**src/rtl/registers_term_mc.sv**
```systemverilog
// registers_term_mc: multi-channel register-cycle terminator for the SCSI DMA
// register bus. An accepted strobe is held for a per-channel number of wait
// states before REG_DSK_ is driven low, either held or as a fixed pulse.
// Optional feature macro: TERM_TIMEOUT_EN adds a watchdog that flags strobes
// no channel claims. Without it TIMEOUT is tied low.
module registers_term_mc #(
   parameter int NSEL      = 4,
   parameter int CNT_W     = 3,
   parameter int WR_EXTRA  = 0,
   parameter int PULSE_LEN = 0,
   parameter int TO_W      = 6
) (
   input  logic                  CLK,
   input  logic                  RST,
   input  logic                  AS_,
   input  logic [NSEL-1:0]       SEL,
   input  logic                  RW,
   input  logic [NSEL*CNT_W-1:0] WAIT_CFG,
   output logic                  REG_DSK_,
   output logic                  BUSY,
   output logic [2:0]            CH,
   output logic                  TIMEOUT
);

   typedef enum logic [1:0] {ST_IDLE, ST_WAIT, ST_TERM, ST_DONE} state_t;

   // Pulse counter only needs to hold PULSE_LEN-1.
   localparam int PW = (PULSE_LEN > 1) ? $clog2(PULSE_LEN) : 1;
   localparam logic [PW-1:0] PLOAD = PW'((PULSE_LEN > 0) ? (PULSE_LEN - 1) : 0);

   state_t           r_state;
   logic [CNT_W-1:0] r_cnt;
   logic [PW-1:0]    r_pcnt;
   logic             r_dsk_n;
   logic             r_busy;
   logic [2:0]       r_ch;

   logic             w_any_sel;
   logic             w_accept;
   logic [2:0]       w_sel_idx;
   logic [CNT_W-1:0] w_sel_cfg;

   // Wait count for an accepted cycle; writes get WR_EXTRA more, clamped to the counter range.
   function automatic logic [CNT_W-1:0] sat_load(input logic [CNT_W-1:0] base, input logic is_wr);
      logic [CNT_W:0] sum;
      sum = {1'b0, base} + (is_wr ? (CNT_W+1)'(WR_EXTRA) : '0);
      if (sum[CNT_W])
         return '1;
      else
         return sum[CNT_W-1:0];
   endfunction

   // Lowest-index selected channel and its wait configuration.
   always_comb begin
      w_sel_idx = '0;
      w_sel_cfg = '0;
      for (int i = NSEL - 1; i >= 0; i--) begin
         if (SEL[i]) begin
            w_sel_idx = 3'(i);
            w_sel_cfg = WAIT_CFG[i*CNT_W +: CNT_W];
         end
      end
   end

   assign w_any_sel = |SEL;
   assign w_accept  = (r_state == ST_IDLE) && !AS_ && w_any_sel;

   // Cycle FSM: accept, count wait states, acknowledge, release on AS_ negation.
   always_ff @(posedge CLK) begin
      if (RST) begin
         r_state <= ST_IDLE;
         r_cnt   <= '0;
         r_pcnt  <= '0;
         r_dsk_n <= 1'b1;
         r_busy  <= 1'b0;
         r_ch    <= '0;
      end else if (r_state == ST_IDLE) begin
         if (w_accept) begin
            r_ch    <= w_sel_idx;
            r_cnt   <= sat_load(w_sel_cfg, !RW);
            r_busy  <= 1'b1;
            r_state <= ST_WAIT;
         end
      end else if (AS_) begin
         // Strobe gone: end the cycle wherever it is, including an abort before acknowledge.
         r_state <= ST_IDLE;
         r_dsk_n <= 1'b1;
         r_busy  <= 1'b0;
      end else begin
         case (r_state)
            ST_WAIT: begin
               if (r_cnt != '0) begin
                  r_cnt <= r_cnt - 1'b1;
               end else begin
                  r_dsk_n <= 1'b0;
                  r_pcnt  <= PLOAD;
                  r_state <= ST_TERM;
               end
            end
            ST_TERM: begin
               // With PULSE_LEN=0 the acknowledge is simply held until AS_ rises.
               if (PULSE_LEN > 0) begin
                  if (r_pcnt == '0) begin
                     r_dsk_n <= 1'b1;
                     r_state <= ST_DONE;
                  end else begin
                     r_pcnt <= r_pcnt - 1'b1;
                  end
               end
            end
            default: ;
         endcase
      end
   end

   assign REG_DSK_ = r_dsk_n;
   assign BUSY     = r_busy;
   assign CH       = r_ch;

`ifdef TERM_TIMEOUT_EN
   localparam logic [TO_W-1:0] TO_PRE = {{(TO_W-1){1'b1}}, 1'b0};

   logic [TO_W-1:0] r_to_cnt;
   logic            r_timeout;

   // Watchdog: count idle strobe cycles nobody claims, flag at saturation until AS_ rises.
   always_ff @(posedge CLK) begin
      if (RST) begin
         r_to_cnt  <= '0;
         r_timeout <= 1'b0;
      end else if (AS_) begin
         r_to_cnt  <= '0;
         r_timeout <= 1'b0;
      end else if (w_accept) begin
         r_to_cnt <= '0;
      end else if ((r_state == ST_IDLE) && (r_to_cnt != '1)) begin
         r_to_cnt <= r_to_cnt + 1'b1;
         if (r_to_cnt == TO_PRE)
            r_timeout <= 1'b1;
      end
   end

   assign TIMEOUT = r_timeout;
`else
   assign TIMEOUT = 1'b0 & (TO_W > 0);
`endif

endmodule

```
**config.mk**
```make
export PLATFORM = sky130hd
export DESIGN_NAME = registers_term_mc
export DESIGN_NICKNAME = d
export VERILOG_FILES = /design/src/rtl/registers_term_mc.sv
export SDC_FILE = /design/constraint.sdc
export NUM_CORES = 1
export LEC_CHECK = 0
export CAP_MARGIN = 30
export CORE_MARGIN = 1.5
export CORE_UTILIZATION = 40
export DETAILED_ROUTE_END_ITERATION = 10
export MAX_ROUTING_LAYER = met4
export PLACE_DENSITY_LB_ADDON = 0.15
export SLEW_MARGIN = 10
export SYNTH_ARGS = -nofsm -noshare
export SYNTH_HDL_FRONTEND = slang
export SYNTH_SLANG_ARGS = --single-unit
export TNS_END_PERCENT = 50
```
**constraint.sdc**
```tcl
create_clock -name CLK -period 2 [get_ports CLK]
set_clock_uncertainty 0.15 [all_clocks]
set_input_delay 0.4 -clock CLK [delete_from_list [all_inputs] [get_ports CLK]]
set_output_delay 0.4 -clock CLK [all_outputs]
set_load 0.01 [all_outputs]
```
* Word-level counts from Yosys, hierarchy flattened
Cells that the tools add are included.
** Word-level totals
- Output and inout port bits :: 6
- Bits of input ports :: 20
- Register bits after elaboration :: 10
- Logic and storage cells :: 52
** Operators by class
- Reduce and logical (&&, ||, !) cells :: 16
- Add/subtract/negate cells :: 1
- Muxes and demuxes :: 24
- Eq/ne operators :: 5
- Bitwise gates (word level) :: 1
** Operators by type and width (number)
- $mux 3 :: 11
- $mux 2 :: 7
- $reduce_bool 2->1 :: 4
- $mux 1 :: 6
- $reduce_and 3->1 :: 2
- $reduce_bool 3->1 :: 2
- $ne 2x2->1 const B :: 2
- $reduce_and 2->1 :: 2
- $reduce_and 4->1 :: 1
- $reduce_or 4->1 :: 1
- $ne 3x3->1 const B :: 1
- $sub 3x1->3 const B :: 1
- $eq 2x1->1 const B :: 1
- $logic_and 1x1->1 :: 2
- $logic_not 2->1 :: 1
- $ne 2x1->1 const B :: 1
- $logic_not 1->1 :: 1
- $not 1->1 :: 1

* Longest topological paths before layout
- Word-level depth :: 6
- Depth in mapped cells :: 6
- Gate-level depth less buffers :: 6

* Worst setup path before layout
No wires, ideal clock.
- Path kind :: input -> register
- Start point :: input SEL[1]
- End point :: register r_cnt[1]
- Required time :: 1.726 ns
- Path slack :: 0.323 ns
- Buffers on the path :: 1
- Cell stages on the path :: 5
- Arrival time :: 1.402 ns
- Path through :: buf_6 > or4_4 > o211ai_4 > a211o_2 > o21ai_2
** On the way
- Longest elaborated chain between the ends :: 4
** Ends and longest elaborated chain
- start: declaration :: line 16 : input logic [NSEL-1:0] SEL,
- $reduce_or 4->1 / $mux 3 (equally long branches) :: line 65, 58
- $logic_and 1x1->1 / $mux 3 (equally long branches) :: line 66, 58
- $ne 2x2->1 (no line) / $mux 3 (equally long branches)
- $reduce_and 4->1 (no line) / $mux 3 (equally long branches)
- end signal: assignment :: line 80 : r_cnt <= sat_load(w_sel_cfg, !RW);
- end signal: assignment :: line 93 : r_cnt <= r_cnt - 1'b1;
- end: declaration :: line 32 : logic [CNT_W-1:0] r_cnt;
Parallel ways exist; a longest one is shown, timed or not. The select of a mux whose other input is x is not followed.
A chain may end at the register's enable or synchronous reset.

* Final worst setup path
- Start point :: input SEL[3]
- End point :: register r_cnt[1]
** On the way
- Longest elaborated chain between the ends :: 6
** Ends and longest elaborated chain
- $mux 3 (4 in series) :: line 58 : if (SEL[i]) begin
- $mux 3 :: line 78 : if (w_accept) begin
- $mux 3 :: line 77 : end else if (r_state == ST_IDLE) begin
Parallel ways exist; a longest one is shown, timed or not. The select of a mux whose other input is x is not followed.

==> results by group <==
GRT
  – Number of global-route vias before repair: 610
  – Initial antenna violation count: 0
  – Largest net degree at the start of global routing: 13
  – First-pass GRT wire length: 2.44 mm
  – GRT Util Overall: 18.9%
  – Congestion Overflow GR: 0

Timing
  – Fmax: 530 MHz
  – Finish-stage setup viols: 0
  – Period utilisation layout: 94.4%
  – Fin. Hold Viols: 0
  – RSZ-0062 raised after global routing: no
  – Final slew viol count: 0
  – Minimum clock period: 1.89 ns

Final layout
  – Number of diodes: 0
  – Final Cell Area: 870 µm²
  – Cell Count, Final, Fillers Out: 116
  – Layout Nets: 124
  – Layout cells sized above 1: 14.9%
  – Area Overhead vs Synth: 44.2%

Critical path
  – Worst Setup End Kind: register
  – Worst path max stage delay: 0.59 ns
  – Worst EP required: 1.99 ns
  – Slowest CP cell: or4_4
  – Crit start category: input pin
  – Worst R2R Setup Slack: 0.45 ns
  – Sequence of cells on the critical path: clkdlybuf4s50_1, or4_4, o211ai_4, a211o_2, o21ai_2
  – Peak fanout along the critical path: 6
  – CP arrival: 1.88 ns
  – Reg2reg path depth: 6
  – Kind of critical path: in -> reg

Drt
  – Top Layer Used: met4
  – Vias: 571
  – Wire length per cell: 11.5 µm
  – Vias per cell: 4.92
  – Initial DRC Count: 3
  – Antenna Nets Post-Route: 0
  – Detailed Route WL: 1.34 mm
  – Met1 WL: 593 µm
  – DR WL met3: 52 µm
  – TritonRoute pass-1 iters: 2
  – Post-route DRC: 0
  – Met2 wire len: 673 µm

Logic synthesis
  – Synth top area cells: dfxtp_1, inv_1, a21oi_1
  – Cell variety after synth: 30
  – Top-count cell post-synth: inv_1
  – Post-Synthesis Cells: 75
  – Top-area cell type share of the netlist area: 29.9%
  – Synthesized flop and latch total: 9
  – Async SR Flop Fraction: 0%
  – Largest area contributor in the netlist: dfxtp_1
  – Ys flop type: dfxtp_1
  – Post-synth EDFFs: 0
  – Synth Cell Area: 603 µm²
  – Synth top cells by count: inv_1, dfxtp_1, a21oi_1
  – Synth Area per Inst: 8.04 µm²
  – Post-synthesis sequential area ratio: 29.9%
  – Yosys warns: 0

Die
  – Die area: 0.00175 mm²
  – Die span in x: 41.8 µm
  – IO Pins: 26
  – Die Y: 41.8 µm
  – Row Count: 13
  – Initial Util: 44.7%
  – Area of the core: 0.00135 mm²

Clocking
  – Count of hold-fix buffers inserted at cts: 0
  – CTS tree: done
  – Number of setup buffers added after CTS: 0
  – Root Driver: clkbuf_4
  – Worst-path clk slew: 0.06 ns
  – H-tree level count: 1
  – CTS sink cnt: 9
  – Clock Latency Late Sink: 0.25 ns
  – Total CTS buffers: 3
  – CTS Buffer Depth: 2
  – Post-CTS Resized: 0

Placement
  – Gp weighted congestion: 0.725
  – IO Port Bufs: 22
  – DP Wirelength: 1.13 mm
  – Post-placement cell area: 843 µm²
  – Dpl cells: 112

Hold path
  – Worst Hold Class: reg -> reg
  – Hold path depth: 2

Power
  – Lkg Pwr: 0.352 nW
  – Worst vdd ir: 276 µV
  – PD cells: 571 mW/mm²

Run
  – Max-cap violations: 0

Run status
  – Status: completed
==> sequential cells by signal, summed over array words and instances (netlist names) <==
register  flops
BUSY          1
CH            2
REG_DSK_      1
r_cnt         3
r_state       2
==> metrics by stage <==
| step | power [mW] | worst slack, ns | setup TNS [ns] | hold slack, ns | util, % |
|---|---|---|---|---|---|
| after floorplan | 0.295 | 0.323 | 0 | 0.315 | - |
| after global placement | 0.360 | -0.112 | -0.336 | 0.296 | 62.5 |
| after detailed placement | 0.364 | -0.154 | -0.625 | 0.304 | 62.5 |
| after CTS | 0.503 | 0.113 | 0 | 0.313 | 64.4 |
| after global routing | 0.531 | 0.0718 | 0 | 0.334 | 64.4 |
| final | 0.496 | 0.112 | 0 | 0.311 | 64.4 |
==> critical path, delay by kind of cell <==
kind,cells,cell delay [ns]
buffers and inverters,1,0.44
AO/OA/AOI/OAI,3,0.45
AND/OR/NAND/NOR,1,0.59
==> per-layer routing <==
| layer | vias to the layer above | global-route usage, % |
|---|---|---|
| li1 | 312 | - |
| met1 | 237 | 21.4 |
| met2 | 20 | 31.3 |
| met3 | 2 | 2.61 |
| met4 | 0 | 11.6 |
| met5 | - | - |
==> final cells by class <==
class                      instances  area (µm²)
inverter                          10        37.5
multi-input combinational         51         349
tap                               15        18.8
sequential                         9         180
fill                             138         480
timing repair buffer              27         258
clock buffer                       4        26.3
==> logic make-up after synthesis <==
logic type               share of synthesized area, %
AO/OA/AOI/OAI                                    29.7
adder cells (fa/ha/maj)                          4.15
buffers and inverters                            12.9
flip-flops                                       29.9
multiplexers                                     1.66
other                                           0.622
AND/OR/NAND/NOR                                  21.2
==> cell usage in the layout (no fill, tap or decap), types with 2 or more instances in the layout <==
| cell | n |
|---|---|
| o21ai_0 | 3 |
| nor2b_1 | 2 |
| a211oi_1 | 3 |
| o21ai_2 | 2 |
| buf_4 | 5 |
| clkdlybuf4s50_1 | 22 |
| nor3_1 | 3 |
| nand2b_1 | 2 |
| nand3b_1 | 4 |
| a21oi_1 | 7 |
| dfxtp_1 | 9 |
| a221oi_1 | 2 |
| conb_1 | 2 |
| ha_1 | 2 |
| nor2_1 | 5 |
| nand2_1 | 2 |
| a211o_2 | 2 |
| inv_1 | 10 |
| clkbuf_4 | 3 |
==> power by group <==
| part | leakage [nW] | total, mW | switching [mW] | internal, mW |
|---|---|---|---|---|
| Clock | 0.0150 | 0.137 | 0.0607 | 0.0767 |
| Combinational | 0.263 | 0.154 | 0.0668 | 0.0875 |
| Sequential | 0.0741 | 0.204 | 0.00991 | 0.195 |
| Total | 0.352 | 0.496 | 0.137 | 0.359 |
==> worst paths after layout <==
| kind | from | end |
|---|---|---|
| hold reg to reg | CH[1]$_SDFFE_PP0P_ | CH[1]$_SDFFE_PP0P_ |
| setup / recovery | SEL[3] | r_cnt[1]$_SDFFE_PP0P_ |
| hold / removal | CH[1]$_SDFFE_PP0P_ | CH[1]$_SDFFE_PP0P_ |
| setup reg to reg | r_cnt[0]$_SDFFE_PP0P_ | r_cnt[0]$_SDFFE_PP0P_ |
Note: power is estimated with default switching activity, not from simulation.
